[config.mk]
export PLATFORM = sky130hd
export DESIGN_NAME = fetch_decode_skid_reg_flat
export DESIGN_NICKNAME = d
export VERILOG_FILES = /design/src/rtl/fetch_decode_skid_reg_if.sv /design/src/rtl/fetch_decode_skid_reg.sv /design/src/flat_wrapper.sv
export SDC_FILE = /design/constraint.sdc
export NUM_CORES = 1
export LEC_CHECK = 0
export BUFFER_PORTS_ARGS = -buffer_cell sky130_fd_sc_hd__buf_2
export CORE_MARGIN = 10
export CORE_UTILIZATION = 54
export CTS_CLUSTER_SIZE = 30
export DETAILED_ROUTE_END_ITERATION = 6
export PLACE_DENSITY_LB_ADDON = 0.1
export SETUP_SLACK_MARGIN = 0.15
export SYNTH_ARGS = -nofsm -noshare
export SYNTH_HDL_FRONTEND = slang
export SYNTH_SLANG_ARGS = --single-unit
[constraint.sdc]
create_clock -name clk -period 2.35 [get_ports clk]
set_clock_uncertainty 0.05 [all_clocks]
set_input_delay 0.1175 -clock clk [delete_from_list [all_inputs] [get_ports clk]]
set_output_delay 0.1175 -clock clk [all_outputs]
set_load 0.005 [all_outputs]
[src/rtl/fetch_decode_skid_reg_if.sv]
// Handshake bundle between fetch, the IF/ID register and decode.
// The master view belongs to the surrounding pipeline, which drives the fetch
// offer and the decode ready. The slave view belongs to the IF/ID register.
interface fetch_decode_skid_reg_if #(
  parameter int INSTR_W = 32,
  parameter int ADDR_W  = 32
);

  logic               in_valid;
  logic               in_ready;
  logic [INSTR_W-1:0] in_instr;
  logic [ADDR_W-1:0]  in_pc_plus_4;
  logic               out_valid;
  logic               out_ready;
  logic [INSTR_W-1:0] out_instr;
  logic [ADDR_W-1:0]  out_pc_plus_4;

  modport master (
    output in_valid,
    output in_instr,
    output in_pc_plus_4,
    output out_ready,
    input  in_ready,
    input  out_valid,
    input  out_instr,
    input  out_pc_plus_4
  );

  modport slave (
    input  in_valid,
    input  in_instr,
    input  in_pc_plus_4,
    input  out_ready,
    output in_ready,
    output out_valid,
    output out_instr,
    output out_pc_plus_4
  );

endinterface

[src/rtl/fetch_decode_skid_reg.sv]
// IF/ID pipeline register with a two-entry skid buffer.
// in_ready is taken straight from a flop, so fetch never sees a combinational
// path from decode's ready. The second entry absorbs the word that was already
// in flight when decode stalled, which keeps one word per cycle flowing.
// While nothing is held, decode sees NOP_INSTR and a zero PC+4.
module fetch_decode_skid_reg #(
  parameter int                 INSTR_W   = 32,
  parameter int                 ADDR_W    = 32,
  parameter logic [INSTR_W-1:0] NOP_INSTR = INSTR_W'(32'h00000013),
  parameter int                 CNT_W     = 16
) (
  input  logic                          clk,
  input  logic                          rst_n,
  input  logic                          flush,
  fetch_decode_skid_reg_if.slave        bus,
  output logic [CNT_W-1:0]              stall_cnt
);

  typedef enum logic [1:0] {
    EMPTY = 2'd0,
    MAIN  = 2'd1,
    BOTH  = 2'd2
  } state_t;

  state_t             state_q, state_d;
  logic [INSTR_W-1:0] headInstr_q, headInstr_d;
  logic [ADDR_W-1:0]  headPc_q, headPc_d;
  logic [INSTR_W-1:0] skidInstr_q, skidInstr_d;
  logic [ADDR_W-1:0]  skidPc_q, skidPc_d;
  logic               inReady_q, inReady_d;
  logic [CNT_W-1:0]   stallCnt_q, stallCnt_d;

  logic outValid;
  logic accept;
  logic drain;

  assign outValid = (state_q != EMPTY);
  assign accept   = bus.in_valid & inReady_q;
  assign drain    = outValid & bus.out_ready;

  // Next-state, data steering and registered-ready decision; flush overrides the transition last.
  always_comb begin
    state_d     = state_q;
    headInstr_d = headInstr_q;
    headPc_d    = headPc_q;
    skidInstr_d = skidInstr_q;
    skidPc_d    = skidPc_q;

    unique case (state_q)
      EMPTY: begin
        if (accept) begin
          state_d     = MAIN;
          headInstr_d = bus.in_instr;
          headPc_d    = bus.in_pc_plus_4;
        end
      end
      MAIN: begin
        if (accept && drain) begin
          headInstr_d = bus.in_instr;
          headPc_d    = bus.in_pc_plus_4;
        end else if (accept) begin
          state_d     = BOTH;
          skidInstr_d = bus.in_instr;
          skidPc_d    = bus.in_pc_plus_4;
        end else if (drain) begin
          state_d     = EMPTY;
        end
      end
      BOTH: begin
        if (drain) begin
          state_d     = MAIN;
          headInstr_d = skidInstr_q;
          headPc_d    = skidPc_q;
        end
      end
      default: begin
        state_d = EMPTY;
      end
    endcase

    if (flush) begin
      state_d = EMPTY;
    end

    inReady_d = (state_d != BOTH);
  end

  // Saturating count of cycles where decode holds off a valid word; flush leaves it alone.
  always_comb begin
    stallCnt_d = stallCnt_q;
    if (outValid && !bus.out_ready && (stallCnt_q != {CNT_W{1'b1}})) begin
      stallCnt_d = stallCnt_q + 1'b1;
    end
  end

  // State, held entries, ready flag and stall counter; reset empties the stage immediately.
  always_ff @(posedge clk or negedge rst_n) begin
    if (!rst_n) begin
      state_q     <= EMPTY;
      headInstr_q <= NOP_INSTR;
      headPc_q    <= '0;
      skidInstr_q <= NOP_INSTR;
      skidPc_q    <= '0;
      inReady_q   <= 1'b1;
      stallCnt_q  <= '0;
    end else begin
      state_q     <= state_d;
      headInstr_q <= headInstr_d;
      headPc_q    <= headPc_d;
      skidInstr_q <= skidInstr_d;
      skidPc_q    <= skidPc_d;
      inReady_q   <= inReady_d;
      stallCnt_q  <= stallCnt_d;
    end
  end

  assign bus.in_ready      = inReady_q;
  assign bus.out_valid     = outValid;
  assign bus.out_instr     = outValid ? headInstr_q : NOP_INSTR;
  assign bus.out_pc_plus_4 = outValid ? headPc_q : '0;
  assign stall_cnt         = stallCnt_q;

endmodule
[src/flat_wrapper.sv]
// flat-port wrapper written by rule: the top's interface ports become plain ports
module fetch_decode_skid_reg_flat 
#(
  parameter int                 INSTR_W   = 32,
  parameter int                 ADDR_W    = 32,
  parameter logic [INSTR_W-1:0] NOP_INSTR = INSTR_W'(32'h00000013),
  parameter int                 CNT_W     = 16
)
  (clk, rst_n, flush, stall_cnt, bus_in_valid, bus_in_instr, bus_in_pc_plus_4, bus_out_ready, bus_in_ready, bus_out_valid, bus_out_instr, bus_out_pc_plus_4);
  fetch_decode_skid_reg_if #(.INSTR_W(INSTR_W), .ADDR_W(ADDR_W)) bus_i ();
  input  logic clk;
  input  logic rst_n;
  input  logic flush;
  output logic [CNT_W-1:0] stall_cnt;
  input wire logic [$bits(bus_i.in_valid)-1:0] bus_in_valid;
  input wire logic [$bits(bus_i.in_instr)-1:0] bus_in_instr;
  input wire logic [$bits(bus_i.in_pc_plus_4)-1:0] bus_in_pc_plus_4;
  input wire logic [$bits(bus_i.out_ready)-1:0] bus_out_ready;
  output wire logic [$bits(bus_i.in_ready)-1:0] bus_in_ready;
  output wire logic [$bits(bus_i.out_valid)-1:0] bus_out_valid;
  output wire logic [$bits(bus_i.out_instr)-1:0] bus_out_instr;
  output wire logic [$bits(bus_i.out_pc_plus_4)-1:0] bus_out_pc_plus_4;
  assign bus_i.in_valid = bus_in_valid;
  assign bus_i.in_instr = bus_in_instr;
  assign bus_i.in_pc_plus_4 = bus_in_pc_plus_4;
  assign bus_i.out_ready = bus_out_ready;
  assign bus_in_ready = bus_i.in_ready;
  assign bus_out_valid = bus_i.out_valid;
  assign bus_out_instr = bus_i.out_instr;
  assign bus_out_pc_plus_4 = bus_i.out_pc_plus_4;
  fetch_decode_skid_reg #(.INSTR_W(INSTR_W), .ADDR_W(ADDR_W), .NOP_INSTR(NOP_INSTR), .CNT_W(CNT_W)) u_core (.clk(clk), .rst_n(rst_n), .flush(flush), .bus(bus_i), .stall_cnt(stall_cnt));
endmodule
* After elaboration in Yosys (flattened, before gate mapping)
Cells that the tools add are included.
** Storage, ports and cells
- Logic and storage cells :: 44
- Register bits :: 147
** Operators by class
- Add/subtract/negate cells :: 1
- Multiplexer cells :: 17
- Bitwise gates (word level) :: 3
- Equality and inequality tests :: 7
- Reduce and logical (&&, ||, !) cells :: 9
** Operators with widths (count)
- $mux 32 :: 8
- $pmux 32 s3 :: 2
- $add 16x1->16 const B :: 1
- $ne 16x16->1 const B :: 1
- $mux 2 :: 6
- $ne 2x1->1 const B :: 3
- $pmux 2 s3 :: 1
- $reduce_and 4->1 :: 1
- $logic_and 1x1->1 :: 3
- $reduce_and 3->1 :: 1
- $reduce_bool 3->1 :: 1
- $and 1x1->1 :: 2
- $eq 2x1->1 const B :: 1
- $eq 2x2->1 const B :: 1
- $logic_not 2->1 :: 1
- $ne 2x2->1 const B :: 1
- $reduce_bool 2->1 :: 1
- $logic_not 1->1 :: 1
- $not 1->1 :: 1

* Longest topological paths before layout
- Depth in word-level cells :: 8
- Mapped depth :: 7
- Mapped depth without buffers :: 6

* Least setup slack after synthesis
No wires, ideal clock.
- Kind :: flip-flop to flip-flop
- From :: register u_core.inReady_q, in the netlist u_core.bus.in_ready
- To :: register u_core.skidInstr_q[21]
- Arrival :: 1.542 ns
- Cell stages (with the launch flop) :: 5
- Buffers on the path :: 1
- Period minus slack after synthesis :: 1.717 ns
- Library setup time :: 0.125 ns
- Path slack :: 0.633 ns
- Required time :: 2.175 ns
- Cells stage by stage :: dfstp_2 -> nand2_1 -> nor3_4 -> buf_2 -> mux2_2
** Between the ends
- Longest elaborated chain between the ends :: 4
** RTL lines
- start, declared :: RTL line fetch_decode_skid_reg.sv:30 : logic inReady_q, inReady_d;
- start signal, assigned :: RTL line fetch_decode_skid_reg.sv:112 : inReady_q <= inReady_d;
- $and 1x1->1 * :: RTL line fetch_decode_skid_reg.sv:38 : assign accept = bus.in_valid & inReady_q;
- $logic_and 1x1->1 :: RTL line fetch_decode_skid_reg.sv:58 : if (accept && drain) begin
- $not 1->1 (no source line)
- $reduce_and 3->1 (no source line) *
- end signal, assigned :: RTL line fetch_decode_skid_reg.sv:110 : skidInstr_q <= skidInstr_d;
- end, declared :: RTL line fetch_decode_skid_reg.sv:28 : logic [INSTR_W-1:0] skidInstr_q, skidInstr_d;
Every way passes the cells marked *; elsewhere a longest branch is shown, timed or not.
A chain may end at the register's enable or synchronous reset.

* Worst setup path in the final report
- From :: register u_core.state_q[1]
- To :: output port bus_out_pc_plus_4[20]
** Between the ends
- Longest elaborated chain between the ends :: 2
** RTL lines
- start, declared :: RTL line fetch_decode_skid_reg.sv:25 : state_t state_q, state_d;
- start signal, assigned :: RTL line fetch_decode_skid_reg.sv:107 : state_q <= state_d;
- $reduce_bool 2->1 :: RTL line fetch_decode_skid_reg.sv:37 : assign outValid = (state_q != EMPTY);
- $mux 32 :: RTL line fetch_decode_skid_reg.sv:120 : assign bus.out_pc_plus_4 = outValid ? headPc_q : '0;
- end, declared :: RTL line flat_wrapper.sv:22 : output wire logic [$bits(bus_i.out_pc_plus_4)-1:0] bus_out_pc_plus_4;
Every way passes these cells.

==> summary.md <==
| Metric | Value |
|---|---|
| H-tree Lvls | `4` |
| Crit path from | `u_core.state_q[1]` |
| DP Area | `7650 µm²` |
| Final max-slew violation count | `0` |
| Top_reg_cell synth | `dfrtp_1` |
| Comb power frac | `18.2%` |
| Multi-input gate area | `2840 µm²` |
| Cell Area, Synth | `roughly 6700 µm²` |
| Post-CTS setup repair buffer count | `0` |
| Avg WL per Cell | `16.2 µm` |
| Yosys reg bits | `147` |
| Root Buffer | `clkbuf_16` |
| Critical path's slowest cell | `or2_4` |
| Fmax achieved | `486 MHz` |
| Final Cell Area | `8900 µm²` |
| Synth top cells by count | `dfrtp_1, nor2_1, a21oi_1` |
| Reg power frac | `~47%` |
| Number of global-route vias before repair | `5429` |
| IO Port Bufs | `150` |
| Reg-to-reg startpoint | `u_core.stall_cnt[0]` |
| CTS Sinks | `147` |
| Post-synth EDFFs | `0` |
| Slew Limit Headroom | `59.8%` |
| Pre-antenna DRT Iters | `4` |
| Tcrit/Tclk final | `around 88%` |
| Clock power share | `35.1%` |
| Final setup violation count | `0` |
| Die area | `17300 µm²` |
| Setup_tns | `0 ps` |
| Filler cells | `830` |
| Clk_lat worst skew | `420 ps` |
| R2R depth | `6` |
| Initial core utilization | `between 50 and 60%` |
| Area contributors post-synth | `dfrtp_1, mux2i_1, mux2_2` |
| Yosys top cell area share | `52.3%` |
| Critical Path RT | `2180 ps` |
| PwrDens | `around 830 nW/µm²` |
| Sequential area share after synthesis | `55.0%` |
| RSZ-0062 raised after global routing | `false` |
| Async set-or-reset flop fraction in the synthesized netlist | `between 90% and 100%` |
| Largest net degree at the start of global routing | `75` |
| CTS tree | `yes` |
| Setup ws final | `292 ps` |
| Int Power | `5.49 mW` |
| First-pass GRT wire length | `26.6 mm` |
| Max-capacitance violation count | `0` |
| Worst-Margin Slew | `slightly above 600 ps` |
| LEAKAGE | `4.52 nW` |
| WP buf/inv | `1` |
| Startpoint Class | `flip-flop` |
| Antenna-violating nets left | `0` |
| DR vias/cell | `5.10` |
| Final hold vios | `0` |
| HP Class | `primary input to asynchronous set/reset pin` |
| Antenna violations before repair | `0` |
| Sw frac | `25.4%` |
| N_diodes | `0` |
| Critical Path AT | `1890 ps` |
| CP max FO | `65` |
| DRT Wirelength | `~16 mm` |
| RD Place Congestion | `0.850` |
| Iteration-0 DRC Markers | `229` |
| Vias | `a little under 5k` |
| Worst R2R End | `u_core.stall_cnt[13]` |
| Flop2flop setup slack | `400 ps` |
| Gr usage total | `between 10% and 20%` |
| Placed cell count | `871` |
| Post-DP HPWL | `10.4 mm` |
| Layout cell share with drive strength beyond 1 | `32.3%` |
| Post-Syn Instances | `579` |
| Total congestion overflow | `0` |
| IO Pins | `151` |
| Register Area | `approximately 3700 µm²` |
| Switching power | `1.87 mW` |
| Die height | `131 µm` |
| CP max stage delay | `580 ps` |
| Top delay family on crit path | `simple AND/OR/NAND/NOR gates` |
| Die Span X | `131 µm` |
| Syn_nets | `649` |
| Non-Filler Instances | `970` |
| Setup WS pre-CTS | `417 ps` |
| Area grow syn2layout | `32.8%` |
| Clock Tree Buf Depth | `2` |
| Cell taking the most area after synthesis | `dfrtp_1` |
| Clock buffer count from CTS | `17` |
| Final #Nets | `859` |
| Count of cell types in the netlist | `40` |
| Crit path cell chain | `or2_4 -> and2_1 -> buf_2` |
| Clk pin slew, worst setup/hold paths | `60 ps` |
| DRC errors left | `0` |
| Yosys warnings | `0` |
| Num rows | `40` |
| Core area | `12100 µm²` |
| Crit path kind | `flip-flop to output pin` |
| Critical path endpoint category | `output pin` |
| Status | `completed` |
| Mean area per synthesized cell | `11.6 µm²` |
| Most frequent cell after synthesis | `dfrtp_1` |
| Tmin final | `a little over 2000 ps` |
| VDD IR-drop max | `0.535 mV` |
[registers in the layout, indices dropped and copies added, names as in the netlist]
name / cells
u_core.headInstr_q: 32
u_core.headPc_q: 32
u_core.skidInstr_q: 32
u_core.skidPc_q: 32
u_core.stall_cnt: 16
u_core.state_q: 2
u_core.bus.in_ready: 1
[cell families after synthesis]
kind of cell / synth area share (%)
AOI/OAI and AO/OA: 6.03
DFF: 55.0
buffers and inverters: 2.89
xor gates and xnor gates: 1.70
muxes: 20.7
and+or+nand+nor: 13.5
adders and majority gates: 0.187
[final cells by class]
class                   count  share of cell area [%]
flip-flops and latches    147                    41.4
multi-input cells         392                    31.9
repair buffers            226                    17.6
clock buffers              27                    5.88
well taps                 168                    2.36
clock inverters             5                   0.562
inverters                   5                   0.211
[layer usage]
layer,wire (µm),global-route usage [%]
met5,0,0
met4,352,7.73
met3,727,5.37
met2,8000,31.7
met1,6650,21.2
[how the worst max path moves through the flow]
stage               slack, ps  cells past startpoint                      to
finish                    290                      3   bus_out_pc_plus_4[20]
global route              170                      3   bus_out_pc_plus_4[31]
CTS                       280                      3        bus_out_instr[9]
detailed placement        420                      3        bus_out_instr[0]
global placement          460                      6    u_core.stall_cnt[11]
floorplan                 630                      4  u_core.skidInstr_q[21]
[power by group through the flow]
stage / clock network (mW) / logic, mW / registers, mW
after floorplan: 0 / 0.828 / 3.39
after global placement: 0 / 1.21 / 3.44
after detailed placement: 0 / 1.27 / 3.48
after CTS: 2.63 / 1.36 / 3.44
after global routing: 2.74 / 1.50 / 3.51
final: 2.58 / 1.34 / 3.44
[what timing repair did]
item / in CTS / in global routing
gates resized for setup: 1 / 0
hold buffers: 67 / 0
setup endpoints to repair: 65 / 0
hold endpoints to repair: 270 / 0
[placed cells by master (no fill, tap or decap), drive strengths merged, types with 2 or more instances in the layout]
master       count
a21oi           67
and2            62
and3b            2
buf            159
clkbuf          27
clkinv           4
dfrtp          140
dfstp            7
dlygate4sd3     67
inv              5
mux2            65
mux2i           65
nand2           11
nand2b           4
nand3            7
nand4            2
nor2            73
nor3             5
xnor2            7
xor2             6
[per-stage QoR]
stage          total power, mW  hold slack, ps  utilization (%)
2_1_floorplan             4.22            -228                -
3_3_place_gp              4.66           -21.8             63.5
3_5_place_dp              4.75           -15.5             63.5
4_1_cts                   7.43             106             73.8
5_1_grt                   7.75             136             73.8
6_report                  7.36             104             73.8
Power figures use the tool's default switching activity.
